--- src/rtl/dcache_pkg.sv ---
// Shared definitions for the write-through data cache: FSM encoding,
// default geometry and the index-width helper.
package dcache_pkg;

    typedef enum logic [1:0] {
        ST_IDLE  = 2'b00,
        ST_FILL  = 2'b01,
        ST_WAIT  = 2'b10,
        ST_WRITE = 2'b11
    } state_e;

    localparam int DEF_D_WIDTH = 8;
    localparam int DEF_A_WIDTH = 8;
    localparam int DEF_LINES   = 4;
    localparam int DEF_RAM_LAT = 1;

    function automatic int idx_width(input int lines);
        return (lines > 1) ? $clog2(lines) : 1;
    endfunction

endpackage

--- src/rtl/dcache_line_array.sv ---
// Valid/tag/data storage for the direct-mapped cache: combinational lookup,
// single synchronous line write port. Only the valid bits are reset.
module dcache_line_array
    import dcache_pkg::*;
#(
    parameter int D_WIDTH = DEF_D_WIDTH,
    parameter int A_WIDTH = DEF_A_WIDTH,
    parameter int LINES   = DEF_LINES
) (
    input  logic               clk,
    input  logic               rst_n,
    input  logic [A_WIDTH-1:0] lookup_addr,
    output logic               hit,
    output logic [D_WIDTH-1:0] hit_data,
    input  logic               line_we,
    input  logic [A_WIDTH-1:0] line_addr,
    input  logic [D_WIDTH-1:0] line_data
);

    localparam int IDX_W = idx_width(LINES);
    localparam int TAG_W = A_WIDTH - IDX_W;

    logic [LINES-1:0]   valid_q;
    logic [TAG_W-1:0]   tag_q  [LINES];
    logic [D_WIDTH-1:0] data_q [LINES];

    logic [IDX_W-1:0] lk_idx;
    logic [TAG_W-1:0] lk_tag;
    logic [IDX_W-1:0] wr_idx;
    logic [TAG_W-1:0] wr_tag;

    assign lk_idx = lookup_addr[IDX_W-1:0];
    assign lk_tag = lookup_addr[A_WIDTH-1:IDX_W];
    assign wr_idx = line_addr[IDX_W-1:0];
    assign wr_tag = line_addr[A_WIDTH-1:IDX_W];

    assign hit      = valid_q[lk_idx] && (tag_q[lk_idx] == lk_tag);
    assign hit_data = data_q[lk_idx];

    always_ff @(posedge clk or negedge rst_n) begin
        if (!rst_n) begin
            valid_q <= '0;
        end else if (line_we) begin
            valid_q[wr_idx] <= 1'b1;
        end
    end

    // A write hit rewrites the same tag, so fill and update share one port.
    always_ff @(posedge clk) begin
        if (line_we) begin
            tag_q[wr_idx]  <= wr_tag;
            data_q[wr_idx] <= line_data;
        end
    end

endmodule

--- src/rtl/data_cache_wt.sv ---
// Direct-mapped write-through, write-no-allocate data cache in front of the data RAM.
// Optional hit/miss counters are enabled with DATA_CACHE_STATS_EN.
module data_cache_wt
    import dcache_pkg::*;
#(
    parameter int D_WIDTH = DEF_D_WIDTH,
    parameter int A_WIDTH = DEF_A_WIDTH,
    parameter int LINES   = DEF_LINES,
    parameter int RAM_LAT = DEF_RAM_LAT
) (
    input  logic               g_clk,
    input  logic               g_clr,
    input  logic [A_WIDTH-1:0] addr,
    input  logic [D_WIDTH-1:0] wdata,
    input  logic               rd,
    input  logic               wr,
    output logic [D_WIDTH-1:0] rdata,
    output logic               odv,
    output logic               busy,
    output logic [A_WIDTH-1:0] ram_addr,
    output logic [D_WIDTH-1:0] ram_wdata,
    output logic               ram_we,
    output logic               ram_re,
    input  logic [D_WIDTH-1:0] ram_rdata
`ifdef DATA_CACHE_STATS_EN
    ,
    output logic [7:0]         hit_cnt,
    output logic [7:0]         miss_cnt
`endif
);

    localparam int CNT_W = (RAM_LAT > 1) ? $clog2(RAM_LAT) : 1;

    state_e             state_q, state_d;
    logic [A_WIDTH-1:0] addr_q, addr_d;
    logic [D_WIDTH-1:0] wdata_q, wdata_d;
    logic [CNT_W-1:0]   cnt_q, cnt_d;
    logic [D_WIDTH-1:0] rdata_q, rdata_d;
    logic               odv_q, odv_d;

    logic [A_WIDTH-1:0] lookup_addr;
    logic               hit;
    logic [D_WIDTH-1:0] hit_data;
    logic               line_we;
    logic [D_WIDTH-1:0] line_data;

    // In IDLE the request address is looked up directly; afterwards the latched one.
    assign lookup_addr = (state_q == ST_IDLE) ? addr : addr_q;

    dcache_line_array #(
        .D_WIDTH (D_WIDTH),
        .A_WIDTH (A_WIDTH),
        .LINES   (LINES)
    ) u_lines (
        .clk         (g_clk),
        .rst_n       (g_clr),
        .lookup_addr (lookup_addr),
        .hit         (hit),
        .hit_data    (hit_data),
        .line_we     (line_we),
        .line_addr   (addr_q),
        .line_data   (line_data)
    );

    always_ff @(posedge g_clk or negedge g_clr) begin
        if (!g_clr) begin
            state_q <= ST_IDLE;
            addr_q  <= '0;
            wdata_q <= '0;
            cnt_q   <= '0;
            rdata_q <= '0;
            odv_q   <= 1'b0;
        end else begin
            state_q <= state_d;
            addr_q  <= addr_d;
            wdata_q <= wdata_d;
            cnt_q   <= cnt_d;
            rdata_q <= rdata_d;
            odv_q   <= odv_d;
        end
    end

    always_comb begin
        state_d   = state_q;
        addr_d    = addr_q;
        wdata_d   = wdata_q;
        cnt_d     = cnt_q;
        rdata_d   = rdata_q;
        odv_d     = 1'b0;
        line_we   = 1'b0;
        line_data = ram_rdata;
        unique case (state_q)
            ST_IDLE: begin
                if (wr || rd) begin
                    addr_d  = addr;
                    wdata_d = wdata;
                end
                if (wr) begin
                    state_d = ST_WRITE;
                end else if (rd) begin
                    if (hit) begin
                        rdata_d = hit_data;
                        odv_d   = 1'b1;
                    end else begin
                        state_d = ST_FILL;
                    end
                end
            end
            ST_FILL: begin
                state_d = ST_WAIT;
                cnt_d   = CNT_W'(RAM_LAT - 1);
            end
            ST_WAIT: begin
                if (cnt_q == '0) begin
                    line_we   = 1'b1;
                    line_data = ram_rdata;
                    rdata_d   = ram_rdata;
                    odv_d     = 1'b1;
                    state_d   = ST_IDLE;
                end else begin
                    cnt_d = cnt_q - 1'b1;
                end
            end
            ST_WRITE: begin
                line_we   = hit;
                line_data = wdata_q;
                odv_d     = 1'b1;
                state_d   = ST_IDLE;
            end
            default: state_d = ST_IDLE;
        endcase
    end

    always_comb begin
        busy      = (state_q != ST_IDLE);
        ram_re    = (state_q == ST_FILL);
        ram_we    = (state_q == ST_WRITE);
        ram_addr  = addr_q;
        ram_wdata = wdata_q;
        rdata     = rdata_q;
        odv       = odv_q;
    end

`ifdef DATA_CACHE_STATS_EN
    logic [7:0] hit_cnt_q, miss_cnt_q;
    logic       rd_hit_evt, rd_miss_evt;

    assign rd_hit_evt  = (state_q == ST_IDLE) && rd && !wr && hit;
    assign rd_miss_evt = (state_q == ST_WAIT) && (cnt_q == '0);

    always_ff @(posedge g_clk or negedge g_clr) begin
        if (!g_clr) begin
            hit_cnt_q  <= '0;
            miss_cnt_q <= '0;
        end else begin
            if (rd_hit_evt && hit_cnt_q != 8'hFF) begin
                hit_cnt_q <= hit_cnt_q + 8'd1;
            end
            if (rd_miss_evt && miss_cnt_q != 8'hFF) begin
                miss_cnt_q <= miss_cnt_q + 8'd1;
            end
        end
    end

    assign hit_cnt  = hit_cnt_q;
    assign miss_cnt = miss_cnt_q;
`endif

endmodule

--- config.mk ---
export PLATFORM = sky130hd
export DESIGN_NAME = data_cache_wt
export DESIGN_NICKNAME = d
export VERILOG_FILES = /design/src/rtl/dcache_pkg.sv /design/src/rtl/dcache_line_array.sv /design/src/rtl/data_cache_wt.sv
export SDC_FILE = /design/constraint.sdc
export NUM_CORES = 1
export LEC_CHECK = 0
export ABC_AREA = 1
export CAP_MARGIN = 40
export CORE_MARGIN = 2
export CORE_UTILIZATION = 55
export DETAILED_ROUTE_END_ITERATION = 8
export PLACE_DENSITY = 0.88
export SLEW_MARGIN = 20
export SYNTH_ARGS = -nofsm -noshare
export SYNTH_HDL_FRONTEND = slang
export SYNTH_SLANG_ARGS = --single-unit
--- constraint.sdc ---
create_clock -name g_clk -period 3.1 [get_ports g_clk]
set_clock_uncertainty 0.2 [all_clocks]
set_input_delay 0.62 -clock g_clk [delete_from_list [all_inputs] [get_ports g_clk]]
set_output_delay 0.62 -clock g_clk [all_outputs]
set_load 0.02 [all_outputs]
==> results of run 1 <==
## registers in the layout, summed over array words and instances (netlist names)
register         count
u_lines.data_q      32
u_lines.tag_q       24
ram_addr             8
ram_wdata            8
rdata                8
u_lines.valid_q      4
state_q              2
odv                  1
## worst max-delay path, delay by kind of cell, from the launching register on
| family | cells | cell delay [ns] |
|---|---|---|
| AND/OR/NAND/NOR | 9 | 0.93 |
| buffers and inverters | 5 | 0.75 |
| flip-flops | 1 | 0.54 |
| AO/OA/AOI/OAI | 1 | 0.24 |
## worst max-delay path by stage
stage | to | cells past startpoint | startpoint | slack (ns)
2_1_floorplan | u_lines.data_q[0][0]$_DFFE_PP_ | 15 | state_q[1]$_DFFE_PN0P_ | 0.43
3_3_place_gp | u_lines.data_q[2][5]$_DFFE_PP_ | 16 | addr[0] | 0.009
3_5_place_dp | u_lines.data_q[2][6]$_DFFE_PP_ | 16 | addr[0] | -0.14
4_1_cts | u_lines.data_q[1][0]$_DFFE_PP_ | 14 | state_q[1]$_DFFE_PN0P_ | 0.09
5_1_grt | u_lines.data_q[0][4]$_DFFE_PP_ | 16 | addr[0] | -0.008
6_report | u_lines.data_q[0][5]$_DFFE_PP_ | 15 | state_q[1]$_DFFE_PN0P_ | 0.13
## stage by stage
step                      worst slack [ns]  instance area (um^2)  util [%]
after floorplan                      0.431                  4040         -
after global placement             0.00947                  4780      66.6
after detailed placement            -0.139                  4780      66.6
after CTS                           0.0944                  5020      70.0
after global routing              -0.00792                  5090      70.9
final                                0.128                  5090      70.9
## power by group
group / switching, mW / internal, mW / total, mW
sequential: 0.258 / 1.67 / 1.93
combinational: 1.80 / 1.12 / 2.91
clock: 0.409 / 0.482 / 0.891
total: 2.46 / 3.27 / 5.73
## cell families (layout without fill, tap and decap cells)
kind of cell	Yosys count	count (layout)
and+or+nand+nor	187	187
DFF	87	87
buffers and inverters	69	151
AOI/OAI and AO/OA	59	59
muxes	8	8
xor gates and xnor gates	1	1
## layer usage
| metal | track usage [%] | vias to the layer above |
|---|---|---|
| li1 | - | 1513 |
| met1 | 36.4 | 1592 |
| met2 | 36.7 | 226 |
| met3 | 4.30 | 29 |
| met4 | 11.7 | 0 |
| met5 | 0 | - |
## timing repair
item,CTS,global route
setup endpoints to repair,0,56
setup buffers,0,7
resized for setup,0,2
hold buffers,0,0
## cells in the final DEF (no fill, tap or decap), types with 3 or more instances in the layout
| master | synthesis | routed |
|---|---|---|
| a21oi_1 | 3 | 3 |
| buf_4 | 3 | 23 |
| clkbuf_16 | 0 | 3 |
| clkbuf_8 | 0 | 11 |
| clkdlybuf4s50_1 | 0 | 55 |
| dfrtp_1 | 31 | 31 |
| edfxtp_1 | 56 | 56 |
| inv_1 | 53 | 53 |
| mux2_2 | 8 | 8 |
| nand2_1 | 98 | 98 |
| nand2_2 | 4 | 3 |
| nand2_4 | 5 | 6 |
| nand3_1 | 50 | 50 |
| nor2_1 | 24 | 24 |
| o21ai_0 | 44 | 44 |
| o22ai_1 | 8 | 8 |
## layout make-up
type / count / area, um^2 / area share [%]
well taps: 99 / 124 / 2.43
multi-input cells: 255 / 1300 / 25.5
clock buffers: 14 / 226 / 4.45
flip-flops and latches: 87 / 2460 / 48.3
clock inverters: 2 / 13.8 / 0.271
inverters: 55 / 206 / 4.06
repair buffers: 80 / 763 / 15.0
==> results.py, run 1 <==
metrics = {
    "synth": {
        "yosys-top-cells-area": "edfxtp_1 42%, dfrtp_1 19%, nand2_1 9.1%",
        "yosysWarnings": 0,
        "yosys.area_share.xor_xnor_pct": 0.217,
        "synth-edff-count": 56,
        "synth_area_per_cell_um2": 9.83,
        "synthCells": 411,
        "yosys.area.top_type_share_pct": 41.6,
        "synth.most_common_cell": "nand2_1",
        "synth_compound_gate_area_share_pct": 8.12,
        "synth_area_um2": 4040,
        "async_flop_share_pct": 35.6,
        "synth_top_family_by_area": "simple AND/OR/NAND/NOR gates",
        "yosys.area.top_type": "edfxtp_1",
        "seq_area_frac_synth_pct": 60.8,
        "ys_top_cells_by_count": "98 x nand2_1, 56 x edfxtp_1, 53 x inv_1",
        "synth_nets": 439,
        "yosys.area_share.simple_pct": 21.1,
        "ys.flop_type": "edfxtp_1",
        "synthMuxAreaShare_pct": 2.23,
        "synth.distinct_cells": 27,
        "ys_ff_latch": 87,
        "synth-adder-area-share_pct": 0,
    },
    "setup_path": {
        "critPathMaxFanout": 9,
        "reg2reg_to": "u_lines.data_q[0][5]$_DFFE_PP_",
        "crit_path_frequent_cell": "nand2_1",
        "critPathKind": "reg2reg",
        "crit_path_end_kind": "register",
        "worst_path_max_delay_cell": "dfrtp_1",
        "start_kind": "register",
        "cp.required_ns": 2.97,
        "reg2reg_setup_slack_ns": 0.13,
        "slowest_delay_ns": 0.54,
        "path_cells": "nor2_4 > buf_4 > o21ai_4 > buf_4 > nand3_1 > nand2_1 > nand2_1 > inv_1 > nand2_1 > nor2_2 > nand3_1 > nand2_1 > nand2_1 > inv_1 > buf_4",
        "r2r_start": "state_q[1]$_DFFE_PN0P_",
        "r2r_cells": 15,
        "arrival_ns": 2.84,
    },
    "placed_design": {
        "dp.final_hpwl_um": 6840,
        "routabilityCongestion": 0.925,
        "portBuffers": 55,
        "place_inst": 569,
    },
    "timing": {
        "tns_ns": 0,
        "period_share_pct": 95.9,
        "fin_crit_ns": 2.97,
        "finalHoldViolCount": 0,
        "tightest_slew_ns": 0.719,
        "setup_viol": 0,
        "max_freq_mhz": 336,
        "maxSlewHeadroom_pct": 51.8,
        "fin_hold_ws_ns": 0.290,
        "slew_violations": 0,
    },
    "min_path": {
        "min_to": "rdata[3]$_DFFE_PN0P_",
        "hold_path.class": "reg2reg",
        "min_path_cells": 2,
        "holdCritStartpoint": "rdata[3]$_DFFE_PN0P_",
    },
    "global_routing": {
        "grt_start_max_net_pins": 32,
        "antenna_found_initial": 0,
        "grt_usage_pct": 24.9,
        "grt_pass1_vias": 3018,
        "grt_pass1_wl_um": 14900,
        "overflow": 0,
    },
    "floorplanning": {
        "die-area_um2": 8050,
        "start_util_pct": 56.3,
        "die_x_um": 89.7,
        "io_pins": 56,
        "num_rows": 31,
        "core-area_um2": 7180,
        "die_h_um": 89.7,
    },
    "layout": {
        "nets": 516,
        "finalNonFillerCells": 592,
        "area_growth_pct": 26.0,
        "antenna_cells": 0,
        "nFillCells": 458,
        "drive_gt1_share_pct": 14.0,
    },
    "power_and_ir_drop": {
        "power_density_nw_per_um2": 1130,
        "p_leak_nw": 2.24,
        "vdd_drop_max_mv": 0.649,
        "power_mw": 5.73,
    },
    "clock_tree": {
        "cts_buffers": 9,
        "cts.reportedPaths.clkPinSlew_ns": 0.09,
        "clock_latency_ns": 0.36,
        "cts-root-buf": "clkbuf_8",
        "clk_path_buf_depth": 2,
        "cts_tree": "done",
        "cts_sinks": 87,
        "h-tree-depth": 3,
    },
    "drt": {
        "ant_nets": 0,
        "first_iter_violations": 503,
        "met1_length_um": 4230,
        "drtPass1Iterations": 6,
        "num_vias": 3360,
        "wl_per_cell_um": 17.4,
        "finalWirelength_um": 10300,
        "topRoutingLayerUsed": "met4",
        "met2_length_um": 4850,
        "wl_met3_um": 923,
        "drc": 0,
        "via_per_inst": 5.68,
    },
    "run": {
        "drv_cap": 0,
    },
    "outcome": {
        "outcome": "complete, no violations",
    },
}
Power figures use the tool's default switching activity.
==> run 2, diff against run 1 <==
CORE_ASPECT_RATIO = 0.5   (was default)
==> results.py, run 2 (synthesized netlist as in run 1, its figures left out) <==
metrics = {
    "layout": {
        "final_cell_mix": "97 x nand2_1, 56 x edfxtp_1, 55 x clkdlybuf4s50_1",
        "postLayoutCellArea_um2": 5110,
        "regMostFlops": "u_lines.data_q",
        "area_growth_pct": 26.5,
        "drive_gt1_share_pct": 14.0,
        "antenna_cells": 0,
        "reg_top3": "u_lines.data_q: 32 flops, u_lines.tag_q: 24 flops",
        "mostFrequentLayoutCell": "nand2_1",
        "nets": 516,
        "finalNonFillerCells": 589,
        "final_util_pct": 70.9,
        "largest_register_ffs": 32,
    },
    "global_routing": {
        "overflow": 0,
        "grt_usage_pct": 26.7,
        "grt_start_max_net_pins": 32,
        "grt_pass1_vias": 3268,
        "grt_pass1_wl_um": 16400,
        "antenna_found_initial": 0,
    },
    "clock_tree": {
        "cts-root-buf": "clkbuf_16",
        "cts_tree": "done",
        "cts.reportedPaths.clkPinSlew_ns": 0.06,
        "postCtsHoldBufs": 0,
        "cts_buffers": 9,
        "clk_path_buf_depth": 2,
        "h-tree-depth": 3,
        "cts_sinks": 87,
        "clock_latency_ns": 0.35,
    },
    "placed_design": {
        "portBuffers": 55,
        "routabilityCongestion": 0.894,
        "place_inst": 570,
        "dp.final_hpwl_um": 6760,
        "place_area_um2": 4810,
    },
    "floorplanning": {
        "die-area_um2": 8090,
        "die_h_um": 64.6,
        "start_util_pct": 56.0,
        "io_pins": 56,
        "die_x_um": 125,
        "core-area_um2": 7210,
        "num_rows": 22,
    },
    "power_and_ir_drop": {
        "power_density_nw_per_um2": 1140,
        "vdd_drop_max_mv": 0.555,
        "p_leak_nw": 2.24,
    },
    "timing": {
        "slew_violations": 0,
        "tightest_slew_ns": 0.612,
        "fin_crit_ns": 2.92,
        "max_freq_mhz": 343,
        "rsz0062_at_grt": "false",
        "finalHoldViolCount": 0,
        "maxSlewHeadroom_pct": 59.1,
        "period_share_pct": 94.2,
        "fin_hold_ws_ns": 0.254,
        "setup_viol": 0,
    },
    "min_path": {
        "min_to": "u_lines.valid_q[0]$_DFFE_PN0N_",
        "hold_path.class": "reg2reg",
        "min_path_cells": 2,
        "holdCritStartpoint": "u_lines.valid_q[0]$_DFFE_PN0N_",
    },
    "run": {
        "drv_cap": 0,
    },
    "drt": {
        "drtPass1Iterations": 6,
        "num_vias": 3362,
        "finalWirelength_um": 10100,
        "drc": 0,
        "via_per_inst": 5.71,
        "first_iter_violations": 380,
        "wl_per_cell_um": 17.1,
        "ant_nets": 0,
    },
    "outcome": {
        "outcome": "complete, no violations",
    },
    "setup_path": {
        "cp.required_ns": 2.96,
        "arrival_ns": 2.77,
        "start_kind": "input port",
        "crit_path_end_kind": "register",
        "critPathKind": "in2reg",
        "critPathMaxFanout": 13,
        "r2r_cells": 12,
        "r2r_start": "state_q[1]$_DFFE_PN0P_",
        "reg2reg_to": "u_lines.tag_q[1][0]$_DFFE_PP_",
        "reg2reg_setup_slack_ns": 0.20,
    },
}
[run 2: where the power goes]
| group | switching (mW) | total [mW] | internal (mW) | leakage (nW) |
|---|---|---|---|---|
| sequential | 0.254 | 1.93 | 1.67 | 0.875 |
| clock | 0.457 | 0.999 | 0.542 | 0.125 |
| combinational | 1.78 | 2.90 | 1.11 | 1.24 |
| total | 2.49 | 5.82 | 3.33 | 2.24 |
[run 2: critical path: stages]
cell and delay, ns:
clkdlybuf4s50_1 0.53, inv_1 0.09, nand2_2 0.17, nand2_4 0.14
nand2_1 0.10, nand3_1 0.12, nand3_1 0.15, nand3_2 0.10
nor2_4 0.12, nand3_1 0.08, nand2_2 0.12, nand2_1 0.13
inv_1 0.14, buf_12 0.16
[run 2: worst max-delay path by stage]
stage	from	to	slack (ns)	cells after the start
final	addr[0]	u_lines.tag_q[1][0]$_DFFE_PP_	0.18	14
after global routing	addr[0]	u_lines.tag_q[1][4]$_DFFE_PP_	0.05	16
after detailed placement	addr[0]	u_lines.data_q[1][0]$_DFFE_PP_	-0.17	14
after global placement	addr[0]	u_lines.data_q[3][0]$_DFFE_PP_	-0.006	16
after floorplan	state_q[1]$_DFFE_PN0P_	u_lines.data_q[0][0]$_DFFE_PP_	0.43	15
after CTS	state_q[1]$_DFFE_PN0P_	u_lines.tag_q[1][2]$_DFFE_PP_	0.08	15
[run 2: per-layer routing]
metal | global-route usage [%] | vias to the layer above | wire [um]
met5 | 0 | - | 0
met4 | 9.58 | 0 | 234
met3 | 7.68 | 33 | 842
met2 | 44.4 | 196 | 4900
met1 | 34.1 | 1608 | 4120
li1 | - | 1525 | -
[run 2: layout make-up]
cell class                      instances  area, um^2
Sequential cell                        87        2460
Clock buffer                            9         225
Tap cell                               96         120
Fill cell                             473        2100
Multi-Input combinational cell        256        1300
Clock inverter                          7        48.8
Inverter                               55         206
Timing Repair Buffer                   79         756
[run 2: per-stage QoR]
stage	TNS, ns	worst slack (ns)	total power [mW]
5_1_grt	0	0.0526	6.19
2_1_floorplan	0	0.431	3.71
6_report	0	0.181	5.82
3_5_place_dp	-8.17	-0.171	4.71
3_3_place_gp	-0.0761	-0.00627	4.61
4_1_cts	0	0.0801	5.75
[run 2: repair_timing]
action                                  in CTS  in global routing
buffers inserted                             0                  2
endpoints found under the setup margin       0                 56
hold endpoints to repair                     0                  0
resized for setup                            0                  2
==> run 3, diff against run 2 <==
PLACE_DENSITY = 0.85   (was 0.88)
==> results.py, run 3 (synthesized netlist as in run 1, its figures left out) <==
metrics = {
    "floorplanning": {
        "start_util_pct": 56.0,
        "die-area_um2": 8090,
        "die_h_um": 64.6,
        "num_rows": 22,
        "io_pins": 56,
        "die_x_um": 125,
        "core-area_um2": 7210,
    },
    "timing": {
        "tns_ns": 0,
        "period_share_pct": 93.4,
        "fin_crit_ns": 2.89,
        "setup_viol": 0,
        "tightest_slew_ns": 0.575,
        "max_freq_mhz": 345,
        "maxSlewHeadroom_pct": 61.7,
        "finalHoldViolCount": 0,
        "slew_violations": 0,
    },
    "setup_path": {
        "arrival_ns": 2.75,
        "r2r_cells": 17,
        "cp.required_ns": 2.95,
        "worstSetupStartpoint": "state_q[0]$_DFFE_PN0P_",
        "reg2reg_setup_slack_ns": 0.21,
        "crit_path_end_kind": "register",
        "start_kind": "register",
        "reg2reg_to": "u_lines.data_q[1][5]$_DFFE_PP_",
        "r2r_start": "state_q[0]$_DFFE_PN0P_",
        "critPathKind": "reg2reg",
        "critPathMaxFanout": 15,
    },
    "global_routing": {
        "grt_start_max_net_pins": 32,
        "overflow": 0,
        "grt_pass1_wl_um": 15900,
        "grt_usage_pct": 26.3,
        "grt_pass1_vias": 3165,
        "antenna_found_initial": 0,
    },
    "layout": {
        "final_util_pct": 71.2,
        "regMostFlops": "u_lines.data_q",
        "nets": 513,
        "largest_register_ffs": 32,
        "reg_top3": "u_lines.data_q: 32 flops, u_lines.tag_q: 24 flops",
        "area_growth_pct": 27.1,
        "drive_gt1_share_pct": 13.1,
        "antenna_cells": 0,
        "mostFrequentLayoutCell": "nand2_1",
        "postLayoutCellArea_um2": 5130,
        "final_cell_mix": "98 x nand2_1, 56 x edfxtp_1, 55 x clkdlybuf4s50_1",
    },
    "power_and_ir_drop": {
        "vdd_drop_max_mv": 0.609,
        "p_leak_nw": 2.24,
        "power_density_nw_per_um2": 1160,
    },
    "drt": {
        "topRoutingLayerUsed": "met4",
        "first_iter_violations": 392,
        "via_per_inst": 5.51,
        "finalWirelength_um": 10100,
        "drc": 0,
        "num_vias": 3227,
        "met1_length_um": 4050,
        "met2_length_um": 4970,
        "wl_met3_um": 708,
        "wl_per_cell_um": 17.2,
        "ant_nets": 0,
        "drtPass1Iterations": 5,
    },
    "placed_design": {
        "portBuffers": 55,
        "routabilityCongestion": 0.883,
        "dp.final_hpwl_um": 6500,
        "place_area_um2": 4830,
    },
    "min_path": {
        "holdCritStartpoint": "u_lines.valid_q[3]$_DFFE_PN0N_",
        "min_to": "u_lines.valid_q[3]$_DFFE_PN0N_",
        "hold_path.class": "reg2reg",
        "min_path_cells": 2,
    },
    "outcome": {
        "outcome": "complete, no violations",
    },
    "run": {
        "drv_cap": 0,
    },
    "clock_tree": {
        "cts-resized-gates": 0,
        "h-tree-depth": 3,
        "clk_path_buf_depth": 2,
        "clock_latency_ns": 0.34,
        "cts_sinks": 87,
        "cts.reportedPaths.clkPinSlew_ns": 0.06,
        "cts-root-buf": "clkbuf_16",
        "cts_buffers": 9,
        "postCtsHoldBufs": 0,
        "cts_tree": "done",
    },
}
[run 3: changes by cell type in the layout (fill, tap and decap cells not counted), sizes merged]
cell,previous run,this run
buf,24,22
clkbuf,9,11
clkinv,3,1
bufinv,0,1
clkinvlp,3,2
nor2,28,27
[run 3: critical path, cell delays in order, from the launching register on]
cell and delay (ns):
dfrtp_1 0.46, inv_2 0.14, nand2_2 0.12, nand2_4 0.15, nand2_2 0.21, buf_4 0.21, nand2_1 0.05, nand3_1 0.07
nand2_1 0.10, nand2_1 0.06, inv_1 0.06, nand2_1 0.06, nor2_2 0.10, nand3_1 0.10, nand2_1 0.13, nand2_1 0.10
inv_1 0.12, buf_12 0.16
[run 3: worst max-delay path by stage]
| stage | endpoint | depth (start not counted) |
|---|---|---|
| global placement | u_lines.data_q[3][0]$_DFFE_PP_ | 16 |
| detailed placement | u_lines.data_q[3][0]$_DFFE_PP_ | 16 |
| floorplan | u_lines.data_q[0][0]$_DFFE_PP_ | 15 |
| CTS | u_lines.data_q[3][0]$_DFFE_PP_ | 14 |
| finish | u_lines.data_q[1][5]$_DFFE_PP_ | 17 |
| global route | u_lines.tag_q[3][2]$_DFFE_PP_ | 15 |
[run 3: layer usage]
| layer | track usage (%) | up-vias |
|---|---|---|
| li1 | - | 1516 |
| met1 | 31.8 | 1513 |
| met2 | 44.8 | 158 |
| met3 | 6.52 | 40 |
| met4 | 13.3 | 0 |
| met5 | 0 | - |
[run 3: through the flow]
step / power [mW] / instances / hold slack (ns) / setup slack [ns]
2_1_floorplan: 3.71 / 411 / 0.124 / 0.431
3_3_place_gp: 4.65 / 569 / 0.242 / -0.0191
3_5_place_dp: 4.76 / 569 / 0.240 / -0.0425
4_1_cts: 5.90 / 585 / 0.263 / 0.209
5_1_grt: 6.26 / 586 / 0.282 / -0.00252
6_report: 5.94 / 586 / 0.264 / 0.205
[run 3: cell type report]
type / count / area [um^2]
Timing Repair Buffer: 77 / 766
Tap cell: 96 / 120
Clock inverter: 5 / 57.6
Multi-Input combinational cell: 255 / 1280
Fill cell: 460 / 2080
Inverter: 55 / 206
Sequential cell: 87 / 2460
Clock buffer: 11 / 243
[run 3: repair_timing]
action,in CTS,in global routing
hold endpoints to repair,0,0
setup buffers,0,1
setup endpoints to repair,0,56
[run 3: power breakdown]
group	leakage, nW	internal (mW)	switching [mW]
clock network	0.140	0.646	0.445
logic	1.23	1.12	1.82
registers	0.875	1.67	0.233
